<file path="config.mk">
export PLATFORM = sky130hd
export DESIGN_NAME = pwm_deadtime_flat
export DESIGN_NICKNAME = d
export VERILOG_FILES = /design/src/rtl/pwm_deadtime_if.sv /design/src/rtl/pwm_deadtime.sv /design/src/flat_wrapper.sv
export SDC_FILE = /design/constraint.sdc
export NUM_CORES = 1
export LEC_CHECK = 0
export BUFFER_PORTS_ARGS = -buffer_cell sky130_fd_sc_hd__buf_2
export CAP_MARGIN = 5
export CORE_UTILIZATION = 50
export DETAILED_ROUTE_END_ITERATION = 10
export PLACE_DENSITY = 0.8
export SYNTH_ARGS = -nofsm -noshare
export SYNTH_HDL_FRONTEND = slang
export SYNTH_SLANG_ARGS = --single-unit
</file>
<file path="constraint.sdc">
create_clock -name clk -period 2.9 [get_ports clk]
set_clock_uncertainty 0.1 [all_clocks]
set_input_delay 0.29 -clock clk [delete_from_list [all_inputs] [get_ports clk]]
set_output_delay 0.29 -clock clk [all_outputs]
set_load 0.005 [all_outputs]
</file>
<file path="src/rtl/pwm_deadtime_if.sv">
// Control and gate-drive signals of the PWM dead-time output stage.
// The master drives the PWM line and the configuration inputs. The slave (the stage itself) drives the gate outputs.
interface pwm_deadtime_if #(
   parameter int unsigned DT_W = 8
);
   logic            en;
   logic            pwm_in;
   logic [DT_W-1:0] dead_rise;
   logic [DT_W-1:0] dead_fall;
   logic            fault;
   logic            fault_clr;
   logic            out_h;
   logic            out_l;
   logic            dt_active;
   logic            fault_flag;

   modport master (
      output en, pwm_in, dead_rise, dead_fall, fault, fault_clr,
      input  out_h, out_l, dt_active, fault_flag
   );

   modport slave (
      input  en, pwm_in, dead_rise, dead_fall, fault, fault_clr,
      output out_h, out_l, dt_active, fault_flag
   );
endinterface

</file>
<file path="src/rtl/pwm_deadtime.sv">
// Complementary gate-drive stage with programmable rise/fall dead times,
// short-pulse swallowing and a latched fault shutdown.
module pwm_deadtime #(
   parameter int unsigned DT_W = 8
) (
   input logic           clk,
   input logic           rst_n,
   pwm_deadtime_if.slave bus
);

   typedef enum logic [2:0] {
      S_IDLE  = 3'd0,
      S_DT_H  = 3'd1,
      S_HIGH  = 3'd2,
      S_DT_L  = 3'd3,
      S_LOW   = 3'd4,
      S_FAULT = 3'd5
   } state_t;

   state_t          state;
   state_t          state_nxt;
   logic [DT_W-1:0] cnt;
   logic [DT_W-1:0] cnt_nxt;
   logic            pwm_q;
   logic            out_h_q;
   logic            out_l_q;
   logic            dt_active_q;
   logic            fault_flag_q;

   // PWM input register, state, counter and registered output decodes
   always_ff @(posedge clk or negedge rst_n) begin
      if (!rst_n) begin
         pwm_q        <= 1'b0;
         state        <= S_IDLE;
         cnt          <= '0;
         out_h_q      <= 1'b0;
         out_l_q      <= 1'b0;
         dt_active_q  <= 1'b0;
         fault_flag_q <= 1'b0;
      end else begin
         pwm_q        <= bus.pwm_in;
         state        <= state_nxt;
         cnt          <= cnt_nxt;
         out_h_q      <= (state_nxt == S_HIGH);
         out_l_q      <= (state_nxt == S_LOW);
         dt_active_q  <= (state_nxt == S_DT_H) || (state_nxt == S_DT_L);
         fault_flag_q <= (state_nxt == S_FAULT);
      end
   end

   // Next state: fault beats enable, and enable beats the per-state rules
   always_comb begin
      state_nxt = state;
      cnt_nxt   = cnt;
      if (bus.fault) begin
         state_nxt = S_FAULT;
      end else if (state == S_FAULT) begin
         if (bus.fault_clr) state_nxt = S_IDLE;
      end else if (!bus.en) begin
         state_nxt = S_IDLE;
      end else begin
         unique case (state)
            S_IDLE: begin
               if (pwm_q) begin
                  state_nxt = S_DT_H;
                  cnt_nxt   = bus.dead_rise;
               end else begin
                  state_nxt = S_DT_L;
                  cnt_nxt   = bus.dead_fall;
               end
            end
            // A toggle during a dead time wins over expiry, so short pulses are swallowed
            S_DT_H: begin
               if (!pwm_q) begin
                  state_nxt = S_DT_L;
                  cnt_nxt   = bus.dead_fall;
               end else if (cnt == '0) begin
                  state_nxt = S_HIGH;
               end else begin
                  cnt_nxt = cnt - DT_W'(1);
               end
            end
            S_DT_L: begin
               if (pwm_q) begin
                  state_nxt = S_DT_H;
                  cnt_nxt   = bus.dead_rise;
               end else if (cnt == '0) begin
                  state_nxt = S_LOW;
               end else begin
                  cnt_nxt = cnt - DT_W'(1);
               end
            end
            S_HIGH: begin
               if (!pwm_q) begin
                  state_nxt = S_DT_L;
                  cnt_nxt   = bus.dead_fall;
               end
            end
            S_LOW: begin
               if (pwm_q) begin
                  state_nxt = S_DT_H;
                  cnt_nxt   = bus.dead_rise;
               end
            end
            default: begin
               state_nxt = S_IDLE;
            end
         endcase
      end
   end

   assign bus.out_h      = out_h_q;
   assign bus.out_l      = out_l_q;
   assign bus.dt_active  = dt_active_q;
   assign bus.fault_flag = fault_flag_q;

endmodule

</file>
<file path="src/flat_wrapper.sv">
// flat-port wrapper written by rule: the top's interface ports become plain ports
module pwm_deadtime_flat 
#(
   parameter int unsigned DT_W = 8
)
  (clk, rst_n, bus_en, bus_pwm_in, bus_dead_rise, bus_dead_fall, bus_fault, bus_fault_clr, bus_out_h, bus_out_l, bus_dt_active, bus_fault_flag);
  pwm_deadtime_if #(.DT_W(DT_W)) bus_i ();
  input logic clk;
  input logic rst_n;
  input wire logic [$bits(bus_i.en)-1:0] bus_en;
  input wire logic [$bits(bus_i.pwm_in)-1:0] bus_pwm_in;
  input wire logic [$bits(bus_i.dead_rise)-1:0] bus_dead_rise;
  input wire logic [$bits(bus_i.dead_fall)-1:0] bus_dead_fall;
  input wire logic [$bits(bus_i.fault)-1:0] bus_fault;
  input wire logic [$bits(bus_i.fault_clr)-1:0] bus_fault_clr;
  output wire logic [$bits(bus_i.out_h)-1:0] bus_out_h;
  output wire logic [$bits(bus_i.out_l)-1:0] bus_out_l;
  output wire logic [$bits(bus_i.dt_active)-1:0] bus_dt_active;
  output wire logic [$bits(bus_i.fault_flag)-1:0] bus_fault_flag;
  assign bus_i.en = bus_en;
  assign bus_i.pwm_in = bus_pwm_in;
  assign bus_i.dead_rise = bus_dead_rise;
  assign bus_i.dead_fall = bus_dead_fall;
  assign bus_i.fault = bus_fault;
  assign bus_i.fault_clr = bus_fault_clr;
  assign bus_out_h = bus_i.out_h;
  assign bus_out_l = bus_i.out_l;
  assign bus_dt_active = bus_i.dt_active;
  assign bus_fault_flag = bus_i.fault_flag;
  pwm_deadtime #(.DT_W(DT_W)) u_core (.clk(clk), .rst_n(rst_n), .bus(bus_i));
endmodule
</file>
==> results of run 1 <==
[worst register-to-register path: stages (launching register included)]
cell and delay [ns]:
dfrtp_1 0.80, nand2b_1 0.29, o22a_1 0.27, o22ai_1 0.20
o31ai_1 0.10, a221o_2 0.33
[report_power, final]
part	switching [mW]	internal, mW	total, mW
logic	0.168	0.151	0.320
registers	0.0747	0.270	0.345
clock network	0.0779	0.0766	0.155
total	0.321	0.498	0.819
[registers in the layout, summed over array words and instances, names as in the netlist]
| register | flops |
|---|---|
| u_core.pwm_q | 1 |
| u_core.cnt | 8 |
| u_core.bus.out_l | 1 |
| u_core.bus.out_h | 1 |
| u_core.bus.fault_flag | 1 |
| u_core.bus.dt_active | 1 |
| u_core.state | 3 |
[per-layer routing]
layer	wire length (µm)	vias up	part of all wire, %
li1	-	639	-
met1	1495	619	46
met2	1481	62	46
met3	196	7	6.0
met4	68	0	2.1
met5	0	-	0
[cells in the final DEF (no fill, tap or decap), types with 3 or more instances in the layout]
master    count
a211oi_1      3
a21oi_1      10
a311oi_1      3
and3_1        4
buf_2        25
clkbuf_4      3
dfrtp_1      16
inv_1         9
mux2i_1       4
nand2_1      11
nand2b_1      8
nand3_1       5
nor2_1        9
nor2b_1       6
nor3b_1       4
o211ai_1      3
o21ai_0      14
o22ai_1       9
[worst max-delay path by stage]
stage	from	to	slack, ns
after global placement	u_core.cnt[3]$_DFFE_PN0P_	u_core.cnt[3]$_DFFE_PN0P_	0.76
final	u_core.state[1]$_DFF_PN0_	u_core.cnt[3]$_DFFE_PN0P_	0.71
after CTS	u_core.cnt[3]$_DFFE_PN0P_	u_core.cnt[7]$_DFFE_PN0P_	0.72
after global routing	u_core.state[1]$_DFF_PN0_	u_core.cnt[0]$_DFFE_PN0P_	0.52
after detailed placement	u_core.cnt[3]$_DFFE_PN0P_	u_core.cnt[7]$_DFFE_PN0P_	0.75
after floorplan	u_core.cnt[3]$_DFFE_PN0P_	u_core.cnt[3]$_DFFE_PN0P_	0.90
[area by class of cell]
class | count | area, µm²
Timing Repair Buffer | 28 | 152.6
Clock buffer | 4 | 36.28
Multi-Input combinational cell | 125 | 809.5
Tap cell | 30 | 37.54
Inverter | 9 | 33.78
Sequential cell | 16 | 400.4
Fill cell | 226 | 984.7
[logic make-up after synthesis]
kind of cell / count (synthesis)
mux: 6
buf+inv: 17
compound gates: 55
simple gates: 59
fa+ha+maj: 2
flops: 16
xor+xnor: 3
[repair_timing]
| action | 4_1_cts | 5_1_grt |
|---|---|---|
| hold buffers | 2 | 0 |
| setup endpoints to repair | 0 | 0 |
| endpoints found under the hold margin | 17 | 0 |
==> flow_summary.yaml, run 1 <==
synthesis:
  synth_top_family_by_area: "compound AO/OA/AOI/OAI gates"
  ys_top_cells_by_count: "16 x dfrtp_1, 14 x o21ai_0, 11 x nand2_1, 10 x a21oi_1"
  synth_mux_area_share_pct: 4.817
  synth_flop_cell: "dfrtp_1"
  ys_seq_area_share_pct: 30.83
  synth.most_common_cell: "dfrtp_1"
  synth_area_mm2: 0.001299
  syn-num-nets: 182
  synthCells: 158
  synthTopCellsByArea: "dfrtp_1 31%, o21ai_0 5.4%, o22ai_1 4.3%"
  synth_cell_types: 44
  yosys.area_share.simple_pct: 25.82
  synth-compound-area-share_pct: 27.75
  synth-adder-area-share_pct: 1.927
  async_flop_share_pct: 100.0
  yosysWarnings: 0
  synth_top_area_cell: "dfrtp_1"
  avgSynthCellArea_um2: 8.220
  synth_top_area_share_pct: 30.83
  synth_xor_area_share_pct: 2.023
  ys_ff_latch: 16
  synth_edf_count: 0
clock_network:
  cts-root-buf: "clkbuf_4"
  post-cts-setup-buffer-count: 0
  clkTransAtPathRegs_ns: 0.09
  insertion_delay_ns: 0.30
  h-tree-depth: 1
  clockBufferDepth: 2
  ctsResizeCount: 0
  cts_inserted_buffers: 3
  cts_tree: "done"
  clkSinkCount: 16
critical_path:
  cp_num_cells: 5
  worst-path-buf-inv: 0
  critPathRequiredTime_ns: 2.98
  cpLargestDelayFamily: "compound AO/OA/AOI/OAI gates"
  crit_slowest_cell: "dfrtp_1"
  worstSetupPathType: "flip-flop to flip-flop"
  cp.arrival_ns: 2.28
  r2r_slack_ns: 0.71
  rr_startpoint: "u_core.state[1]$_DFF_PN0_"
  path_cells: "nand2b_1, o22a_1, o22ai_1, o31ai_1, a221o_2"
  rr_endpoint: "u_core.cnt[3]$_DFFE_PN0P_"
  critPathCaptureType: "flip-flop"
  cp-start-kind: "flip-flop"
  r2r_cells: 5
  crit_fanout: 24
  crit_path_max_incr_delay_ns: 0.80
cells_and_area:
  utilization_pct: 59.89
  area_delta_synth_final_pct: 13.20
  instances_no_fill: 212
  diodes: 0
  postLayoutCellArea_mm2: 0.001470
  nets: 207
  drive_above_1_share_pct: 20.88
sta:
  worst_pin_slew_ns: 0.6936
  layout_setup_ws_ns: 0.7063
  tns_ns: 0
  hold_viol: 0
  slew_viol_final: 0
  relSlewSlack_pct: 53.76
  period_needed_ns: 2.194
  period_share_pct: 75.65
  fmax_mhz: 455.8
  hold_ws_ns: 0.1277
  setup_viol: 0
  rsz0062_at_grt: "false"
worst_hold_path:
  hold_start: "bus_fault"
  hold_class: "primary input to flip-flop"
  hold_end: "u_core.bus.fault_flag$_DFF_PN0_"
  min_path_cells: 3
global_route:
  grt_max_degree: 25
  antenna_found_initial: 0
  busiest_layer: "met2"
  grtUsageMet2_pct: 41.56
  grt_pass1_wl_mm: 5.382
  grt_use_met3_pct: 2.874
  grt_use_total_pct: 26.66
  met1_usage_pct: 37.10
  grt_overflow_total: 0
  grt_pass1_vias: 1161
drt:
  via_count: 1327
  first_pass_iters: 6
  drc: 0
  vias_per_cell: 6.259
  wl_mm: 3.241
  ant_nets: 0
  drt-wirelength-per-cell_um: 15.29
  drtIter0Drc: 84
placed_design:
  dp_cells: 206
  hpwl_mm: 2.436
  dp_worst_setup_slack_ns: 0.7453
  io_buffers: 25
  gp_congestion: 0.8609
  place_area_mm2: 0.001414
die:
  row_count: 18
  chipHeight_um: 52.97
  dieArea_mm2: 0.002805
  ioPinCount: 26
  start_util_pct: 52.91
  core_area_mm2: 0.002455
  die_w_um: 52.97
outcome:
  status: "completed"
power_and_ir_drop:
  p_leak_nw: 0.6398
  p_per_area_mw_per_mm2: 557.1
  max-vdd-ir-drop_mv: 0.3495
  p_total_uw: 819.0
job:
  cap_violations: 0
Power figures use the tool's default switching activity.
==> inputs of run 2 (changes only) <==
- clock period: 2.9 -> 2.1 ns (I/O delays scaled with it)
==> flow_summary.yaml, run 2 (synthesis results as in run 1) <==
global_route:
  grt_overflow_total: 0
  grt_pass1_vias: 1294
  antenna_found_initial: 0
  grt_use_total_pct: 27.71
  grt_pass1_wl_mm: 5.733
  grt_max_degree: 21
placed_design:
  dp_cells: 219
  gp_congestion: 0.9224
  hpwl_mm: 2.708
  io_buffers: 25
sta:
  hold_viol: 0
  rsz0062_at_grt: "false"
  period_share_pct: 97.53
  tns_ns: 0
  period_needed_ns: 2.048
  relSlewSlack_pct: 71.83
  fmax_mhz: 488.2
  setup_viol: 0
  slew_viol_final: 0
  worst_pin_slew_ns: 0.4181
critical_path:
  critPathRequiredTime_ns: 2.20
  cp.arrival_ns: 2.14
  worstSetupPathType: "flip-flop to flip-flop"
  crit_fanout: 5
  cp-start-kind: "flip-flop"
  critPathCaptureType: "flip-flop"
drt:
  drc: 2
  vias_per_cell: 6.164
  via_count: 1393
  drt-wirelength-per-cell_um: 15.81
  first_pass_iters: 7
  ant_nets: 0
  drtIter0Drc: 70
  wl_mm: 3.572
die:
  core_area_mm2: 0.002455
  chipHeight_um: 52.97
  ioPinCount: 26
  dieArea_mm2: 0.002805
  die_w_um: 52.97
  row_count: 18
  start_util_pct: 52.91
cells_and_area:
  mostFrequentLayoutCells: "25 x buf_2, 15 x buf_4, 15 x dfrtp_1, 14 x o21ai_0, 11 x nand2_1"
  multi_input_area_um2: 832.0
  diodes: 0
  top_register: "u_core.cnt"
  num-fill-cells: 214
  nets: 221
  final_common_cell: "buf_2"
  reg_top3: "u_core.cnt x8, u_core.state x3"
  instances_no_fill: 226
  drive_above_1_share_pct: 29.59
  utilization_pct: 65.14
  seqCellArea_um2: 401.6
  area_delta_synth_final_pct: 23.12
  largest_reg_flops: 8
clock_network:
  cts_inserted_buffers: 3
  h-tree-depth: 1
  cts-root-buf: "clkbuf_4"
  cts_tree: "done"
  clkTransAtPathRegs_ns: 0.11
  clkSinkCount: 16
  clockBufferDepth: 2
  insertion_delay_ns: 0.30
outcome:
  status: "finished with violations"
  violations: "DRC"
power_and_ir_drop:
  max-vdd-ir-drop_mv: 0.4906
  p_total_mw: 1.253
  p_leak_nw: 0.7096
  p_per_area_mw_per_mm2: 783.5
job:
  cap_violations: 0
worst_hold_path:
  hold_class: "primary input to flip-flop"
run 2: cell count changes in the layout (fill, tap and decap cells not counted), sizes merged:
cell and change:
buf +14
run 2: per-stage QoR:
step / hold WS, ns / worst slack, ns / cell area [µm²]
5_1_grt: 0.09600 / 0.008706 / 1599
3_3_place_gp: 0.04055 / 0.08709 / 1511
3_5_place_dp: 0.04575 / 0.01849 / 1511
4_1_cts: 0.06970 / 0.02732 / 1568
2_1_floorplan: -0.1856 / 0.09747 / 1299
6_report: 0.06295 / 0.05186 / 1599
run 2: path summary, 6_finish.rpt:
path | start | cells past startpoint | slack [ns] | endpoint
worst min register to register | u_core.cnt[1]$_DFFE_PN0P_ | 3 | 0.51 | u_core.cnt[1]$_DFFE_PN0P_
worst max-delay path | u_core.cnt[3]$_DFFE_PN0P_ | 5 | 0.05 | u_core.cnt[3]$_DFFE_PN0P_
worst min-delay path | bus_fault | 3 | 0.06 | u_core.state[0]$_DFF_PN0_
max in group asynchronous | rst_n | 2 | 1.37 | u_core.state[1]$_DFF_PN0_
worst max register to register | u_core.cnt[3]$_DFFE_PN0P_ | 5 | 0.05 | u_core.cnt[3]$_DFFE_PN0P_
min in group asynchronous | rst_n | 2 | 0.24 | u_core.cnt[2]$_DFFE_PN0P_
run 2: critical path: stages, from the launching register on:
cell	delay, ns
dfrtp_1	0.41
or4_4	0.55
nand2b_2	0.25
nor2b_1	0.17
and3_1	0.19
a221o_2	0.29
run 2: layer usage:
layer  vias to the layer above  global-route usage, %  routed length [µm]  share of wire (%)
met2                        68                  47.05                1797                 50
li1                        670                      -                   -                  -
met5                         -                      0                   0                  0
met1                       650                  36.52                1561                 44
met3                         5                  2.299                 174                4.9
met4                         0                  9.211                  38                1.1
run 2: layout make-up:
| type | instances | share of cell area [%] |
|---|---|---|
| Clock buffer | 4 | 2.269 |
| Inverter | 9 | 2.113 |
| Multi-Input combinational cell | 125 | 52.03 |
| Sequential cell | 16 | 25.12 |
| Tap cell | 30 | 2.347 |
| Timing Repair Buffer | 42 | 16.12 |
run 2: repair_timing:
item / CTS / global route
buffers inserted: 0 / 1
endpoints found under the setup margin: 0 / 10
resized for setup: 0 / 7
hold endpoints to repair: 17 / 0
hold buffers: 2 / 0
run 2: report_power, final:
part / leakage, nW / internal (mW) / switching, mW / total (mW)
logic: 0.492 / 0.290 / 0.303 / 0.593
registers: 0.196 / 0.373 / 0.0664 / 0.440
clock network: 0.0210 / 0.106 / 0.114 / 0.220
==> inputs of run 3 (changes only) <==
==> constraint.sdc (replaced) <==
create_clock -name clk -period 2.1 [get_ports clk]
set_clock_uncertainty 0.1 [all_clocks]
set_input_delay 0 -clock clk [delete_from_list [all_inputs] [get_ports clk]]
set_output_delay 0 -clock clk [all_outputs]
set_load 0.005 [all_outputs]
==> flow_summary.yaml, run 3 (synthesis results as in run 1) <==
cells_and_area:
  utilization_pct: 67.18
  nets: 226
  final_common_cell: "buf_2"
  largest_reg_flops: 8
  drive_above_1_share_pct: 28.86
  mostFrequentLayoutCells: "25 x buf_2, 15 x buf_4, 15 x dfrtp_1, 14 x o21ai_0, 11 x nand2_1"
  instances_no_fill: 231
  top_register: "u_core.cnt"
  diodes: 0
  area_delta_synth_final_pct: 26.97
  reg_top3: "u_core.cnt x8, u_core.state x3"
power_and_ir_drop:
  p_total_mw: 1.257
  p_leak_nw: 0.7305
  max-vdd-ir-drop_mv: 0.4936
  p_per_area_mw_per_mm2: 762.4
clock_network:
  cts_inserted_buffers: 3
  h-tree-depth: 1
  clockBufferDepth: 2
  cts_tree: "done"
  clkTransAtPathRegs_ns: 0.11
  insertion_delay_ns: 0.30
  cts-root-buf: "clkbuf_4"
  clkSinkCount: 16
critical_path:
  critPathCaptureType: "flip-flop"
  path_cells: "or4_4, nand2b_2, nor2b_1, and3_1, a221o_2"
  worstSetupPathType: "flip-flop to flip-flop"
  crit_slowest_cell: "or4_4"
  crit_fanout: 5
  cp.arrival_ns: 2.14
  cp-start-kind: "flip-flop"
  crit_path_max_incr_delay_ns: 0.56
  critPathRequiredTime_ns: 2.20
die:
  row_count: 18
  chipHeight_um: 52.97
  ioPinCount: 26
  die_w_um: 52.97
  core_area_mm2: 0.002455
  start_util_pct: 52.91
  dieArea_mm2: 0.002805
drt:
  ant_nets: 0
  drtIter0Drc: 70
  vias_per_cell: 6.069
  via_count: 1402
  drt-wirelength-per-cell_um: 15.57
  first_pass_iters: 7
  wl_mm: 3.597
  drc: 2
global_route:
  grt_pass1_wl_mm: 5.775
  grt_overflow_total: 0
  grt_use_total_pct: 27.89
  grt_pass1_vias: 1305
  grt_max_degree: 21
  antenna_found_initial: 0
sta:
  hold_viol: 1
  slew_viol_final: 0
  setup_viol: 0
  period_share_pct: 97.28
  period_needed_ns: 2.043
  fmax_mhz: 489.5
  rsz0062_at_grt: "false"
  worst_pin_slew_ns: 0.4389
  relSlewSlack_pct: 70.43
  layout_setup_ws_ns: 0.05720
  tns_ns: 0
  hold_ws_ns: -0.0002102
placed_design:
  dp_cells: 219
  hpwl_mm: 2.708
  dp_worst_setup_slack_ns: 0.01849
  io_buffers: 25
  gp_congestion: 0.9224
worst_hold_path:
  hold_class: "primary input to flip-flop"
outcome:
  violations: "DRC, hold timing"
  status: "finished with violations"
job:
  cap_violations: 0
## run 3: cell type report
| class | count | area, µm² |
|---|---|---|
| multi-input combinational | 125 | 832.0 |
| fill | 209 | 805.8 |
| inverter | 9 | 33.78 |
| timing repair buffer | 47 | 307.8 |
| tap | 30 | 37.54 |
| sequential | 16 | 401.6 |
| clock buffer | 4 | 36.28 |
## run 3: through the flow
stage	instance area [µm²]	hold WS (ns)
floorplan	1299	-0.3956
global placement	1511	-0.1694
detailed placement	1511	-0.1642
CTS	1618	0.01401
global route	1649	0.03692
finish	1649	-0.0002102
## run 3: power breakdown
group          switching, mW  internal [mW]  total (mW)
Combinational          0.303          0.296       0.600
Clock                  0.113          0.106       0.219
Sequential            0.0656          0.373       0.439
## run 3: critical path: cells and delay by family (launching register included)
| kind | cells | cell delay [ns] |
|---|---|---|
| compound gates | 1 | 0.29 |
| flops | 1 | 0.39 |
| simple gates | 4 | 1.16 |
## run 3: routing by layer
layer | vias to the layer above | global-route usage (%) | part of all wire [%]
met2 | 67 | 47.26 | 50
li1 | 679 | - | -
met5 | - | 0 | 0
met3 | 5 | 2.299 | 5.0
met4 | 0 | 9.211 | 1.1
met1 | 651 | 36.87 | 43
## run 3: repair_timing
item | 4_1_cts | 5_1_grt
hold buffers | 7 | 0
setup buffers | 0 | 1
setup endpoints to repair | 0 | 10
resized for setup | 0 | 7
hold endpoints to repair | 23 | 0
## run 3: path summary, 6_finish.rpt
path                                                start                        end  slack, ns  cells past startpoint
worst max-delay path            u_core.cnt[6]$_DFFE_PN0P_  u_core.cnt[3]$_DFFE_PN0P_       0.06                      5
worst min-delay path                     bus_dead_rise[6]  u_core.cnt[6]$_DFFE_PN0P_    -0.0002                      4
worst max register to register  u_core.cnt[6]$_DFFE_PN0P_  u_core.cnt[3]$_DFFE_PN0P_       0.06                      5
worst min register to register  u_core.cnt[1]$_DFFE_PN0P_  u_core.cnt[1]$_DFFE_PN0P_       0.51                      3
max in group asynchronous                           rst_n  u_core.state[1]$_DFF_PN0_       1.57                      2
min in group asynchronous                           rst_n  u_core.cnt[2]$_DFFE_PN0P_       0.03                      2
